--- src/rtl/regfile_sb_if.sv ---
// Bus bundle for regfile_sb: write port, two read ports, scoreboard issue,
// sequential-clear control and a debug read port.
interface regfile_sb_if #(
   parameter int DATA_W = 32,
   parameter int ADDR_W = 5
);
   logic              we;
   logic [ADDR_W-1:0] waddr;
   logic [DATA_W-1:0] wdata;
   logic [ADDR_W-1:0] raddr_a;
   logic [ADDR_W-1:0] raddr_b;
   logic [DATA_W-1:0] rdata_a;
   logic [DATA_W-1:0] rdata_b;
   logic              busy_a;
   logic              busy_b;
   logic              issue_en;
   logic [ADDR_W-1:0] issue_addr;
   logic              clr_req;
   logic              clr_busy;
   logic [ADDR_W-1:0] debug_addr;
   logic [DATA_W-1:0] debug_data;

   modport master (
      output we, waddr, wdata, raddr_a, raddr_b, issue_en, issue_addr,
             clr_req, debug_addr,
      input  rdata_a, rdata_b, busy_a, busy_b, clr_busy, debug_data
   );

   modport slave (
      input  we, waddr, wdata, raddr_a, raddr_b, issue_en, issue_addr,
             clr_req, debug_addr,
      output rdata_a, rdata_b, busy_a, busy_b, clr_busy, debug_data
   );
endinterface

--- src/rtl/regfile_sb.sv ---
// Register file with pending-write scoreboard, optional write-to-read
// forwarding and a one-register-per-cycle sequential clear.
module regfile_sb #(
   parameter int DATA_W = 32,
   parameter int ADDR_W = 5,
   parameter int BYPASS = 1
) (
   input  logic       clk,
   input  logic       rst_n,
   regfile_sb_if.slave bus
);
   localparam int                DEPTH     = 1 << ADDR_W;
   localparam logic [ADDR_W-1:0] PTR_FIRST = ADDR_W'(1);
   localparam logic [ADDR_W-1:0] PTR_LAST  = '1;

   typedef enum logic {IDLE = 1'b0, CLEAR = 1'b1} state_t;

   state_t            state_q, state_d;
   logic [ADDR_W-1:0] ptr_q, ptr_d;
   logic [DATA_W-1:0] mem [DEPTH];
   logic [DEPTH-1:0]  busy_q;

   logic idle, wr_ok, iss_ok, fwd_a, fwd_b;

   // Address 0 is hardwired: nothing may write or issue it.
   assign idle   = (state_q == IDLE);
   assign wr_ok  = idle && bus.we && (bus.waddr != '0);
   assign iss_ok = idle && bus.issue_en && (bus.issue_addr != '0);
   assign fwd_a  = (BYPASS != 0) && wr_ok && (bus.waddr == bus.raddr_a);
   assign fwd_b  = (BYPASS != 0) && wr_ok && (bus.waddr == bus.raddr_b);

   assign bus.rdata_a    = (bus.raddr_a == '0) ? '0 : (fwd_a ? bus.wdata : mem[bus.raddr_a]);
   assign bus.rdata_b    = (bus.raddr_b == '0) ? '0 : (fwd_b ? bus.wdata : mem[bus.raddr_b]);
   assign bus.busy_a     = (bus.raddr_a != '0) && !fwd_a && busy_q[bus.raddr_a];
   assign bus.busy_b     = (bus.raddr_b != '0) && !fwd_b && busy_q[bus.raddr_b];
   assign bus.debug_data = (bus.debug_addr == '0) ? '0 : mem[bus.debug_addr];
   assign bus.clr_busy   = (state_q == CLEAR);

   always_comb begin
      state_d = state_q;
      ptr_d   = ptr_q;
      unique case (state_q)
         IDLE: begin
            if (bus.clr_req) begin
               state_d = CLEAR;
               ptr_d   = PTR_FIRST;
            end
         end
         CLEAR: begin
            if (ptr_q == PTR_LAST) begin
               state_d = IDLE;
               ptr_d   = '0;
            end else begin
               ptr_d = ptr_q + 1'b1;
            end
         end
      endcase
   end

   // Issue is applied after the write so a same-cycle issue leaves busy set.
   always_ff @(posedge clk or negedge rst_n) begin
      if (!rst_n) begin
         state_q <= IDLE;
         ptr_q   <= '0;
         busy_q  <= '0;
         for (int i = 0; i < DEPTH; i++) begin
            mem[i[ADDR_W-1:0]] <= '0;
         end
      end else begin
         state_q <= state_d;
         ptr_q   <= ptr_d;
         if (idle) begin
            if (wr_ok) begin
               mem[bus.waddr]    <= bus.wdata;
               busy_q[bus.waddr] <= 1'b0;
            end
            if (iss_ok) begin
               busy_q[bus.issue_addr] <= 1'b1;
            end
         end else begin
            mem[ptr_q]    <= '0;
            busy_q[ptr_q] <= 1'b0;
         end
      end
   end
endmodule

--- src/flat_wrapper.sv ---
// flat-port wrapper written by rule: the top's interface ports become plain ports
module regfile_sb_flat 
#(
   parameter int DATA_W = 32,
   parameter int ADDR_W = 5,
   parameter int BYPASS = 1
)
  (clk, rst_n, bus_we, bus_waddr, bus_wdata, bus_raddr_a, bus_raddr_b, bus_issue_en, bus_issue_addr, bus_clr_req, bus_debug_addr, bus_rdata_a, bus_rdata_b, bus_busy_a, bus_busy_b, bus_clr_busy, bus_debug_data);
  regfile_sb_if #(.DATA_W(DATA_W), .ADDR_W(ADDR_W)) bus_i ();
  input  logic clk;
  input  logic rst_n;
  input wire logic [$bits(bus_i.we)-1:0] bus_we;
  input wire logic [$bits(bus_i.waddr)-1:0] bus_waddr;
  input wire logic [$bits(bus_i.wdata)-1:0] bus_wdata;
  input wire logic [$bits(bus_i.raddr_a)-1:0] bus_raddr_a;
  input wire logic [$bits(bus_i.raddr_b)-1:0] bus_raddr_b;
  input wire logic [$bits(bus_i.issue_en)-1:0] bus_issue_en;
  input wire logic [$bits(bus_i.issue_addr)-1:0] bus_issue_addr;
  input wire logic [$bits(bus_i.clr_req)-1:0] bus_clr_req;
  input wire logic [$bits(bus_i.debug_addr)-1:0] bus_debug_addr;
  output wire logic [$bits(bus_i.rdata_a)-1:0] bus_rdata_a;
  output wire logic [$bits(bus_i.rdata_b)-1:0] bus_rdata_b;
  output wire logic [$bits(bus_i.busy_a)-1:0] bus_busy_a;
  output wire logic [$bits(bus_i.busy_b)-1:0] bus_busy_b;
  output wire logic [$bits(bus_i.clr_busy)-1:0] bus_clr_busy;
  output wire logic [$bits(bus_i.debug_data)-1:0] bus_debug_data;
  assign bus_i.we = bus_we;
  assign bus_i.waddr = bus_waddr;
  assign bus_i.wdata = bus_wdata;
  assign bus_i.raddr_a = bus_raddr_a;
  assign bus_i.raddr_b = bus_raddr_b;
  assign bus_i.issue_en = bus_issue_en;
  assign bus_i.issue_addr = bus_issue_addr;
  assign bus_i.clr_req = bus_clr_req;
  assign bus_i.debug_addr = bus_debug_addr;
  assign bus_rdata_a = bus_i.rdata_a;
  assign bus_rdata_b = bus_i.rdata_b;
  assign bus_busy_a = bus_i.busy_a;
  assign bus_busy_b = bus_i.busy_b;
  assign bus_clr_busy = bus_i.clr_busy;
  assign bus_debug_data = bus_i.debug_data;
  regfile_sb #(.DATA_W(DATA_W), .ADDR_W(ADDR_W), .BYPASS(BYPASS)) u_core (.clk(clk), .rst_n(rst_n), .bus(bus_i));
endmodule
--- config.mk ---
export PLATFORM = sky130hd
export DESIGN_NAME = regfile_sb_flat
export DESIGN_NICKNAME = d
export VERILOG_FILES = /design/src/rtl/regfile_sb_if.sv /design/src/rtl/regfile_sb.sv /design/src/flat_wrapper.sv
export SDC_FILE = /design/constraint.sdc
export NUM_CORES = 2
export LEC_CHECK = 0
export CAP_MARGIN = 20
export CORE_MARGIN = 8
export CORE_UTILIZATION = 29
export DETAILED_ROUTE_END_ITERATION = 7
export SYNTH_ARGS = -nofsm -noshare
export SYNTH_HDL_FRONTEND = slang
export SYNTH_SLANG_ARGS = --single-unit
--- constraint.sdc ---
create_clock -name clk -period 6.5 [get_ports clk]
set_input_delay 1.3 -clock clk [delete_from_list [all_inputs] [get_ports clk]]
set_output_delay 1.3 -clock clk [all_outputs]
set_load 0.02 [all_outputs]
==> impl_results.md <==
- P_sw: 7.63 mW
- Setup_tns: 0 ns
- Worst path cell trace: clkdlybuf4s50_1 > buf_4 > or3_4 > or3_4 > and3_4 > buf_4 > nor3_1 > nor3_1 > buf_12
- Routed length per instance: 40.9 um
- Hold path startpoint: u_core.busy_q[0]$_DFF_PN0_
- Req. time, crit path: 5.20 ns
- #FFs+latches synth: between 1000 and 1500
- Slew Limit Headroom: 15.9%
- Clock power share: 31.0%
- Sw Share: around a third
- Worst-path clk slew: 0.06 ns
- Max Clock Skew: 0.0429 ns
- Largest net degree at the start of global routing: 170
- Die area: between 200000 and 250000 um^2
- Reg2reg start: u_core.bus.clr_busy$_DFF_PN0_
- Drt via density: about 7.1
- Vias: around 56000
- Die Height: 484 um
- Area leader, netlist: dfrtp_1
- Number of setup violations in the final report: 0
- Synth unique cells: 68
- Crit end category: output pin
- Buffers on Ports: 160
- Row Count: roughly 170
- Max_cap viols: 0
- Register area share after synthesis: 41.8%
- EDFF count, synth: 0
- Layout cells sized above 1: 28.7%
- Number of global-route vias before repair: 54001
- Hold Vio Cnt, Final: 0
- Sequential share of power: 40.5%
- Crit start category: primary input
- Worst Hold Class: flip-flop to flip-flop
- Warnings from Yosys: 0
- Area Overhead vs Synth: 15.5%
- Fmax: 156 MHz
- Core area: approximately 220000 um^2
- Top cell type's share of synthesized area: 41.8%
- CTS tree: done
- Initial Util: just under 30%
- CP Max Fanout: 20
- H-tree levels: 3
- Critical Path Source: bus_waddr[2]
- CTS Buf Count: 110
- Pre-Repair DR Iteration Count: 6
- Gpl congestion: 0.973
- Post-synth top flop: dfrtp_1
- Cts hold-fix bufs: 0
- Slowest cell on crit path: nor3_1
- Max-slew violation count: 0
- Most common cell in the netlist: dfrtp_1
- Detailed Place HPWL: 193000 um
- Critical path arrival: 5.11 ns
- Fin nets: between 4000 and 5000
- Status: finished clean
- Postcts setup bufs: 0
- Pint: 14.2 mW
- Root Driver: clkbuf_16
- Comb power frac: 28.6%
- Clk_lat worst skew: 0.81 ns
- Unrepaired setup endpoints after global routing: no
- CTS sink cnt: 1062
- Worst setup path class: primary input to output pin
- Clk buf depth: 3
- All-Layer GR Usage: 26.0%
- P per Cell Area: 296 nW/um^2
- Tmin final: between 6 and 7 ns
- Detailed-route wire length: 319000 um
- Synth area leaders: dfrtp_1 (42%), mux4_2 (24%), a22o_1 (14%), mux2i_1 (4.3%), clkbuf_1 (2.5%)
- Number of DRC markers in iteration 0: 9775
- Async set or reset register ratio after synthesis: 100%
- GRT overflow: 0
- CP peak stage delay: 1.00 ns
- First-pass GRT wire length: 441000 um
- Boundary Pins: 161
- Worst-Margin Slew: between 1 and 1.5 ns
- P_leak: between 30 and 40 nW
- ANT nets after route: 0
- Pre-CTS setup slack: -0.202 ns
- Die width: between 400 and 500 um
- Final Util: 33.6%
- Share of the cycle needed by the critical path after routing: a little over nine tenths
- Synth top cells by count: dfrtp_1 (1062), a22o_1 (1029), mux4_2 (691), clkbuf_1 (426), mux2i_1 (272)
- Fin worst setup slack: between 0.09 and 0.1 ns
- Post-Syn Nets: 4901
- Synthesized area: 63600 um^2
- Initial antenna violation count: 32
- # DRC: 0
- Placed Instances: 7561
- Worst vdd ir: 0.232 mV
- Cells after Synth: 4834
- Syn avg cell area: 13.2 um^2
- Finished Layout Cells: 7791
==> layout by cell type, fill, tap and decap left out, types with 13 or more instances in the layout <==
| cell | instances |
|---|---|
| inv_1 | 43 |
| a221oi_1 | 72 |
| a22oi_1 | 50 |
| o211ai_1 | 27 |
| clkbuf_1 | 24 |
| and2_1 | 40 |
| nand3_1 | 27 |
| dfrtp_1 | 1062 |
| nand2b_1 | 16 |
| o21ai_0 | 101 |
| nor3_2 | 13 |
| nor2_1 | 92 |
| a21oi_4 | 31 |
| mux2_2 | 47 |
| mux4_2 | 691 |
| clkbuf_16 | 113 |
| nor3_1 | 42 |
| mux2i_1 | 272 |
| clkbuf_8 | 30 |
| o22ai_1 | 83 |
| buf_12 | 50 |
| clkinv_2 | 24 |
| a21oi_1 | 66 |
| a22o_1 | 1029 |
| a211oi_1 | 29 |
| nor2b_1 | 22 |
| a221o_1 | 15 |
| buf_4 | 329 |
| nand2_1 | 127 |
| nor2_4 | 21 |
| clkdlybuf4s50_1 | 99 |
| diode_2 | 25 |
==> per-layer routing <==
layer / GRT usage (%) / part of all wire, %
met5: 0 / 0.073
met4: 20.3 / 9.3
met3: 12.4 / 16
met2: 35.7 / 41
met1: 30.9 / 34
==> final cells by class <==
| type | instances | area (um^2) |
|---|---|---|
| fill | 21010 | 145000 |
| multi-input combinational | 3093 | 34800 |
| sequential | 1062 | 26600 |
| timing repair buffer | 491 | 4640 |
| tap | 2871 | 3590 |
| clock buffer | 166 | 3320 |
| clock inverter | 38 | 388 |
| inverter | 45 | 169 |
| antenna | 25 | 62.6 |
==> per-stage QoR <==
step / area, um^2 / hold slack, ns / total power, mW
final: 73500 / 0.491 / 21.8
after global routing: 73500 / 0.531 / 22.3
after global placement: 69700 / 0.473 / 14.7
after CTS: 73500 / 0.494 / 21.5
after detailed placement: 69700 / 0.477 / 14.8
after floorplan: 63600 / 0.453 / 12.1
==> power by group through the flow <==
stage | combinational [mW] | sequential (mW) | clock [mW]
after floorplan | 3.65 | 8.45 | 0
after global placement | 5.94 | 8.75 | 0
after detailed placement | 6.00 | 8.82 | 0
after CTS | 6.03 | 8.73 | 6.71
after global routing | 6.38 | 8.92 | 6.97
final | 6.23 | 8.83 | 6.75
==> logic make-up after synthesis <==
kind of cell / after synthesis / synth area share, %
AOI/OAI and AO/OA: 1604 / 20.3
adders and majority gates: 5 / 0.0983
buffers and inverters: 679 / 4.57
xor gates and xnor gates: 12 / 0.165
and+or+nand+nor: 462 / 3.51
muxes: 1010 / 29.6
DFF: 1062 / 41.8
==> final timing paths <==
path,endpoint,slack [ns],cells past startpoint
min reg2reg,u_core.busy_q[0]$_DFF_PN0_,0.49,1
max reg2reg,u_core.mem[593]$_DFFE_PN0P_,2.71,7
min in group asynchronous,u_core.mem[453]$_DFFE_PN0P_,0.54,1
max in group asynchronous,u_core.mem[12]$_DFFE_PN0P_,4.32,3
min,u_core.busy_q[0]$_DFF_PN0_,0.49,1
max,bus_rdata_a[24],0.09,9
==> worst max-delay path: cells and delay by family <==
family	cells	cell delay [ns]
buffers and inverters	4	1.39
and+or+nand+nor	5	2.38
==> timing repair <==
action | in CTS | in global routing
setup endpoints to repair | 1 | 1
gates cloned | 0 | 0
gates resized for setup | 1 | 1
pin swaps | 0 | 0
==> state kept, by name (all words and copies together) (netlist names) <==
register             flops
u_core.busy_q           32
u_core.ptr_q             5
u_core.mem            1024
u_core.bus.clr_busy      1
(Power assumes the default switching activity.)
